### config.mk
export PLATFORM = sky130hd
export DESIGN_NAME = cellular_automata_engine
export DESIGN_NICKNAME = d
export VERILOG_FILES = /design/src/rtl/ca_pkg.sv /design/src/rtl/ca_next_gen.sv /design/src/rtl/cellular_automata_engine.sv
export SDC_FILE = /design/constraint.sdc
export NUM_CORES = 1
export LEC_CHECK = 0
export ABC_AREA = 1
export CORE_MARGIN = 1.5
export CORE_UTILIZATION = 49
export DETAILED_ROUTE_END_ITERATION = 10
export HOLD_SLACK_MARGIN = 0.15
export PLACE_DENSITY = 0.81
export SETUP_SLACK_MARGIN = 0.5
export SYNTH_ARGS = -nofsm -noshare
export SYNTH_HDL_FRONTEND = slang
export SYNTH_SLANG_ARGS = --single-unit
### constraint.sdc
create_clock -name CLK -period 1.9 [get_ports CLK]
set_input_delay 0.57 -clock CLK [delete_from_list [all_inputs] [get_ports CLK]]
set_output_delay 0.57 -clock CLK [all_outputs]
set_load 0.01 [all_outputs]
### src/rtl/ca_pkg.sv
// Shared encodings for the elementary cellular automaton engine:
// boundary modes and controller states.
package ca_pkg;

  localparam logic [1:0] MODE_ZERO    = 2'b00;
  localparam logic [1:0] MODE_ONE     = 2'b01;
  localparam logic [1:0] MODE_WRAP    = 2'b10;
  localparam logic [1:0] MODE_REFLECT = 2'b11;

  typedef enum logic [1:0] {
    S_IDLE = 2'd0,
    S_RUN  = 2'd1,
    S_DONE = 2'd2
  } state_t;

endpackage

### src/rtl/ca_next_gen.sv
// One generation of a radius-1, 2-state automaton over a WIDTH-cell row.
// Bit WIDTH-1 is the leftmost cell; neighbourhood index is {L,C,R}.
module ca_next_gen
  import ca_pkg::*;
#(
  parameter int unsigned WIDTH = 8
) (
  input  logic [WIDTH-1:0] row,
  input  logic [7:0]       rule,
  input  logic [1:0]       mode,
  output logic [WIDTH-1:0] nxt_c
);

  logic             left_edge;
  logic             right_edge;
  logic [WIDTH+1:0] padded;

  // Pad the row with the boundary cells so every cell sees a full window.
  always_comb begin
    left_edge  = 1'b0;
    right_edge = 1'b0;
    nxt_c      = '0;
    unique case (mode)
      MODE_ZERO: begin
        left_edge  = 1'b0;
        right_edge = 1'b0;
      end
      MODE_ONE: begin
        left_edge  = 1'b1;
        right_edge = 1'b1;
      end
      MODE_WRAP: begin
        left_edge  = row[0];
        right_edge = row[WIDTH-1];
      end
      default: begin
        left_edge  = row[WIDTH-1];
        right_edge = row[0];
      end
    endcase
    padded = {left_edge, row, right_edge};
    for (int i = 0; i < int'(WIDTH); i++) begin
      nxt_c[i] = rule[padded[i+2 -: 3]];
    end
  end

endmodule

### src/rtl/cellular_automata_engine.sv
// Elementary cellular automaton engine: load, single-step, multi-generation
// run with halt, generation counter and fixed-point detection.
module cellular_automata_engine
  import ca_pkg::*;
#(
  parameter int unsigned WIDTH = 8,
  parameter int unsigned CNT_W = 16
) (
  input  logic             CLK,
  input  logic             RST,
  input  logic [7:0]       RULE,
  input  logic [1:0]       MODE,
  input  logic [WIDTH-1:0] SEED,
  input  logic             LOAD,
  input  logic             START,
  input  logic [CNT_W-1:0] GENS,
  input  logic             STEP,
  input  logic             HALT,
  input  logic             STOP_ON_STABLE,
  output logic [WIDTH-1:0] OUTPUT,
  output logic [CNT_W-1:0] GEN_COUNT,
  output logic             BUSY,
  output logic             DONE,
  output logic             STABLE
);

  state_t           state;
  logic [7:0]       rule_q;
  logic [1:0]       mode_q;
  logic [CNT_W-1:0] remaining;
  logic [7:0]       sel_rule;
  logic [1:0]       sel_mode;
  logic [WIDTH-1:0] nxt_c;
  logic             fixed_c;

  // A run uses the rule/mode captured at START; single steps use live inputs.
  assign sel_rule = (state == S_RUN) ? rule_q : RULE;
  assign sel_mode = (state == S_RUN) ? mode_q : MODE;
  assign fixed_c  = (nxt_c == OUTPUT);

  ca_next_gen #(.WIDTH(WIDTH)) u_next_gen (
    .row   (OUTPUT),
    .rule  (sel_rule),
    .mode  (sel_mode),
    .nxt_c (nxt_c)
  );

  assign BUSY = (state == S_RUN);
  assign DONE = (state == S_DONE);

  always_ff @(posedge CLK) begin
    if (RST) begin
      state     <= S_IDLE;
      OUTPUT    <= '0;
      GEN_COUNT <= '0;
      STABLE    <= 1'b0;
      remaining <= '0;
      rule_q    <= '0;
      mode_q    <= MODE_ZERO;
    end else begin
      unique case (state)
        S_IDLE, S_DONE: begin
          if (LOAD) begin
            OUTPUT    <= SEED;
            GEN_COUNT <= '0;
            STABLE    <= 1'b0;
            state     <= S_IDLE;
          end else if (START) begin
            rule_q <= RULE;
            mode_q <= MODE;
            if (GENS == '0) begin
              state <= S_DONE;
            end else begin
              remaining <= GENS;
              state     <= S_RUN;
            end
          end else if (STEP) begin
            OUTPUT    <= nxt_c;
            GEN_COUNT <= GEN_COUNT + CNT_W'(1);
            STABLE    <= fixed_c;
            state     <= S_IDLE;
          end
        end
        S_RUN: begin
          if (HALT) begin
            state <= S_IDLE;
          end else if (STOP_ON_STABLE && fixed_c) begin
            STABLE <= 1'b1;
            state  <= S_DONE;
          end else begin
            OUTPUT    <= nxt_c;
            GEN_COUNT <= GEN_COUNT + CNT_W'(1);
            STABLE    <= fixed_c;
            remaining <= remaining - CNT_W'(1);
            if (remaining == CNT_W'(1)) state <= S_DONE;
          end
        end
        default: state <= S_IDLE;
      endcase
    end
  end

endmodule

After elaboration in Yosys (flattened, before gate mapping) --
Index checks and enable logic that the tools add are counted.
Word-level totals: bits in registers 53, ROM bits 0, memories kept 0, bits in latches 0, bits in writable memories 0
Cells by class: bitwise operators 1, $mul 0, add/subtract/negate cells 2, equality and inequality tests 15, shift operators 0, divide/modulo/power cells 0, mux-type cells 52, order comparisons 8, reduce and logical (&&, ||, !) cells 11
Operators with widths (number):
- two-way mux 16 bit | 10
- one-hot mux 16 bit (2 select lines) | 2
- two-way mux 8 bit | 6
- < comparator 3 x 4 -> 1 bit, second input constant | 8
- binary-select mux 1 bit (select 3 bit) | 8
- adder 16 x 1 -> 16 bit, second input constant | 1
- equality test 16 x 1 -> 1 bit, second input constant | 1
- zero test 16 bit | 1
- two-way mux 2 bit | 8
- one-hot mux 8 bit (2 select lines) | 1
- subtractor 16 x 1 -> 16 bit, second input constant | 1
- two-way mux 1 bit | 13
- inequality test 2 bit, second input constant | 5
- equality test 8 bit | 1
- inequality test 3 bit, second input constant | 2
- one-hot mux 1 bit (3 select lines) | 2
- AND reduction 6 bit | 1
- AND reduction 5 bit | 1
- equality test 2 x 1 -> 1 bit, second input constant | 2
- equality test 2 bit, second input constant | 2
- zero test 2 bit | 2
- inequality test 4 x 2 -> 1 bit, second input constant | 1
- inequality test 4 bit, second input constant | 1
- one-hot mux 2 bit (2 select lines) | 1
- other kinds (8) | 8

Logic depth before layout (Yosys ltp) --
depth in word-level cells 11, mapped depth 20, depth with buffers taken out 19

Cells and area by module --
A second synthesis with hierarchy kept.
Second synthesis, totals: cell total of the unflattened synthesis 774, area total of the unflattened synthesis 4320.4 um2
Modules (own cells, without submodules):
- cellular_automata_engine | times used 1, cells each 606, area each 3624.7 um2, sequential area each 1061.0 um2
- ca_next_gen | times used 1, cells each 168, area each 695.7 um2, sequential area each 0.0 um2

Worst setup path before layout --
OpenSTA, ideal clock, no wires.
path kind flip-flop to flip-flop, from register OUTPUT[2], to register GEN_COUNT[10], stages on the path, launching flop included 15, setup slack -0.230 ns, buffers on the path 3, arrival 1.998 ns, clock period less this slack 2.130 ns, data required time 1.768 ns, cells stage by stage dfxtp_1 > clkbuf_1 > clkinv_1 > nand3_1 > nand3_1 > nand2_1 > nand2_1 > nand2_1 > nand2_1 > nor2_4 > nand4_4 > buf_4 > buf_6 > nand3_1 > a21oi_1
On the way: cells in the longest elaborated chain, start to end 6
RTL lines:
- start: declaration | line cellular_automata_engine.sv:20 | output logic [WIDTH-1:0] OUTPUT,
- start signal: assignment | line cellular_automata_engine.sv:78 | OUTPUT <= nxt_c;
- start signal: assignment | line cellular_automata_engine.sv:91 | OUTPUT <= nxt_c;
- binary-select mux 1 bit (select 3 bit) | line ca_next_gen.sv:43 | nxt_c[i] = rule[padded[i+2 -: 3]];
- two-way mux 1 bit (not written as such) | line ca_next_gen.sv:43
- equality test 8 bit * | line cellular_automata_engine.sv:39 | assign fixed_c = (nxt_c == OUTPUT);
- logical AND 1 bit * | line cellular_automata_engine.sv:87 | end else if (STOP_ON_STABLE && fixed_c) begin
- inequality test 2 bit (no line) *
- AND reduction 5 bit (no line) *
- end signal: assignment | line cellular_automata_engine.sv:79 | GEN_COUNT <= GEN_COUNT + CNT_W'(1);
- end signal: assignment | line cellular_automata_engine.sv:92 | GEN_COUNT <= GEN_COUNT + CNT_W'(1);
- end: declaration | line cellular_automata_engine.sv:21 | output logic [CNT_W-1:0] GEN_COUNT,
Every way passes the cells marked *; elsewhere a longest branch is shown, timed or not. The select of a mux whose other input is x is not followed. A chain may end at the register's enable or synchronous reset.

Worst setup path in the final report --
from register state[0], to register GEN_COUNT[7]
On the way: cells in the longest elaborated chain, start to end 10
RTL lines:
- start: declaration | line cellular_automata_engine.sv:27 | state_t state;
- start signal: assignment | line cellular_automata_engine.sv:53 | state <= S_IDLE;
- start signal: assignment | line cellular_automata_engine.sv:67 | state <= S_IDLE;
- start signal: assignment | line cellular_automata_engine.sv:72 | state <= S_DONE;
- equality test 2 x 1 -> 1 bit | line cellular_automata_engine.sv:37, cellular_automata_engine.sv:38, cellular_automata_engine.sv:61
- two-way mux 2 bit | line cellular_automata_engine.sv:38 | assign sel_mode = (state == S_RUN) ? mode_q : MODE;
- equality test 2 bit, or another cell as far along | line ca_next_gen.sv:23 | unique case (mode)
- one-hot mux 1 bit (3 select lines) | line ca_next_gen.sv:23
- binary-select mux 1 bit (select 3 bit) | line ca_next_gen.sv:43
- two-way mux 1 bit (not written as such) | line ca_next_gen.sv:43
- equality test 8 bit | line cellular_automata_engine.sv:39
- logical AND 1 bit | line cellular_automata_engine.sv:87
- inequality test 2 bit (no line)
- AND reduction 5 bit (no line)
Parallel ways exist; a longest one is shown, timed or not. The select of a mux whose other input is x is not followed.

==> metrics.txt <==
warnings from Yosys 0; GRT met1 Usage 0.422; Cell Pwr Density 625 mW/mm²; GRT met2 Usage 0.630; Clk Tree Root Cell clkbuf_8; number of placed I/O pins 68; vias in the first global route 5649; Worst-Margin Slew 398 ps; r2r endpoint GEN_COUNT[7]; worst setup path startpoint state[0]; Starting Density 0.510; first-pass GRT wire length 25.9 mm; antenna violations before repair 0; Clock Latency Late Sink 320 ps; largest net degree at the start of global routing 31; die area 0.00917 mm²; Placement Setup Slack -927 ps; routability cong. 0.961; final WL 16.3 mm; Register Area 0.00111 mm²; met3 usage 0.0616; most common cell after layout, fill and taps aside nand2_1; Setup Viol. Count Final 43; minimum clock period 2410 ps; Max FO, Critical Path 7; hold slack 501 ps; unrepaired setup endpoints after global routing true; DR vias 5846; Seq/Total Area, Yosys 0.252; clk slew on worst S/H paths 100 ps; GRT busiest layer met2; cts bufs inserted 5; DR vias/cell 5.70; Synth-to-Final Area Change 58.9%; Fillers 547; Leak 3.15 nW; Mapped Nets 782; HPWL after DPL 11.0 mm; worst setup path end GEN_COUNT[7]; FMAX 415 MHz; Distinct cells, synth 34; critical path class reg -> reg; CTS tree done; R2R Path Start state[0]; share of cells above drive strength 1 0.323; number of synthesized flops with an enable pin 0; DR pass1 iterations 6; failing checks negative setup slack; Final period util 1.27; Mapped Cells 738; Diodes inserted 0; Seq cells post-synth 53; drt initial violations 515; max_slew headroom 0.733; die width 95.7 µm; Cell Area, Synth 0.00421 mm²; Port Buf Inserts 67; Core Region 0.00826 mm²; status finished with violations; area of the multi-input gates 0.00312 mm²; Tightest Hold Check Type reg -> reg; CP required 2150 ps; row count 33; synthesized area per cell 5.71 µm²; Final Hold Viols 0; Final Slew Violations 0; final setup margin -508 ps; DR WL/cell 15.9 µm; Longest Clk Path Bufs 2; Post-Route Setup TNS -19370 ps; Worst Reg-to-Reg Cells 17; commonest cells after routing, fill and taps aside nand2_1, nand3_1, buf_4; CP Data Arrival Time 2660 ps; die height 95.7 µm; CP Launch Type register; R2R Setup Slk -510 ps; CTS Hold Buffers Added 0; H-Tree Depth 2; # nets final 963; critical path capture point type register; VDD IR max 404 µV; Final Skew 13.4 ps; gr usage total 0.360; GRT overflow 0; maxcap violations 0; post-layout util 0.811; DR DRC count 0; Detail Route Antenna Nets 0; clock sink count 53; Main synth FF type dfxtp_1; Async S/R FF share, synth 0
Yosys cell counts (5+ instances only):
cell type,count,area (µm²)
nand2_2,7,43.8
dfxtp_1,53,1060
nor3_1,7,35.0
xor2_1,10,87.6
o21ai_0,31,155
a21oi_1,43,215
clkinv_1,6,22.5
nand2_1,214,803
nor2_1,92,345
inv_1,56,210
clkbuf_1,15,56.3
nand4_1,6,37.5
nand3b_1,7,52.6
nor4_1,5,31.3
a31oi_1,5,31.3
or2_2,5,31.3
nand3_1,136,681
buf_2,6,30.0
worst min-delay path by stage:
stage / to / startpoint / cells after the start / slack, ps
final: rule_q[3] / rule_q[3] / 2 / 500
after global routing: GEN_COUNT[4] / GEN_COUNT[4] / 2 / 520
after CTS: rule_q[2] / rule_q[2] / 2 / 490
after detailed placement: rule_q[7] / rule_q[7] / 2 / 460
after global placement: rule_q[7] / rule_q[7] / 2 / 440
after floorplan: rule_q[7] / rule_q[7] / 2 / 430
power breakdown:
| part | total, mW | internal [mW] | switching [mW] |
|---|---|---|---|
| Combinational | 2.08 | 0.952 | 1.12 |
| Sequential | 1.28 | 1.20 | 0.0866 |
| Clock | 0.827 | 0.397 | 0.431 |
metal layers:
layer	vias to the layer above	part of all wire
met2	336	0.49
met4	0	0.045
met5	-	0
met1	2657	0.38
li1	2781	-
met3	72	0.084
registers in the layout, summed over array words and instances, names as in the netlist:
register and flops:
STABLE 1, remaining 16, mode_q 2, state 2, OUTPUT 8, rule_q 8, GEN_COUNT 16
cells by family (layout without fill, tap and decap cells):
| family | after synthesis | count (layout) | synth area share |
|---|---|---|---|
| flops | 53 | 53 | 0.252 |
| compound gates | 87 | 87 | 0.109 |
| fa+ha+maj | 3 | 3 | 0.00891 |
| mux | 1 | 1 | 0.00238 |
| buf+inv | 99 | 281 | 0.101 |
| simple gates | 484 | 484 | 0.505 |
| xor+xnor | 11 | 11 | 0.0229 |
per-stage QoR:
step	instances	power (mW)	area [µm²]
detailed placement	984	2.99	5780
global route	1025	4.39	6700
finish	1025	4.19	6700
floorplan	738	2.23	4330
CTS	1024	4.06	6620
global placement	984	2.94	5780
repair_timing:
item | in CTS | in global routing
setup buffers | 29 | 1
hold endpoints to repair | 0 | 0
cloned | 3 | 0
gates resized for setup | 253 | 24
endpoints found under the setup margin | 80 | 78
pin swaps | 29 | 13
critical path: stages (launching register included):
cell and delay [ps]:
dfxtp_4 440, buf_8 170, nand3_2 130, nand2_4 120, nand2_1 90, nand3_1 90
nand3_2 100, nand2_1 80, nand2_1 80, nand2_2 120, nand2_2 80, nor2_4 140
nand4_4 150, nand2_4 130, buf_12 130, buf_8 120, nand2_2 50, a21oi_2 130
area by class of cell:
type,count,share of cell area
multi-input combinational,586,0.466
timing repair buffer,207,0.292
sequential,53,0.166
inverter,66,0.0394
tap,105,0.0196
clock buffer,5,0.0103
clock inverter,3,0.00654
(Power assumes the default switching activity.)
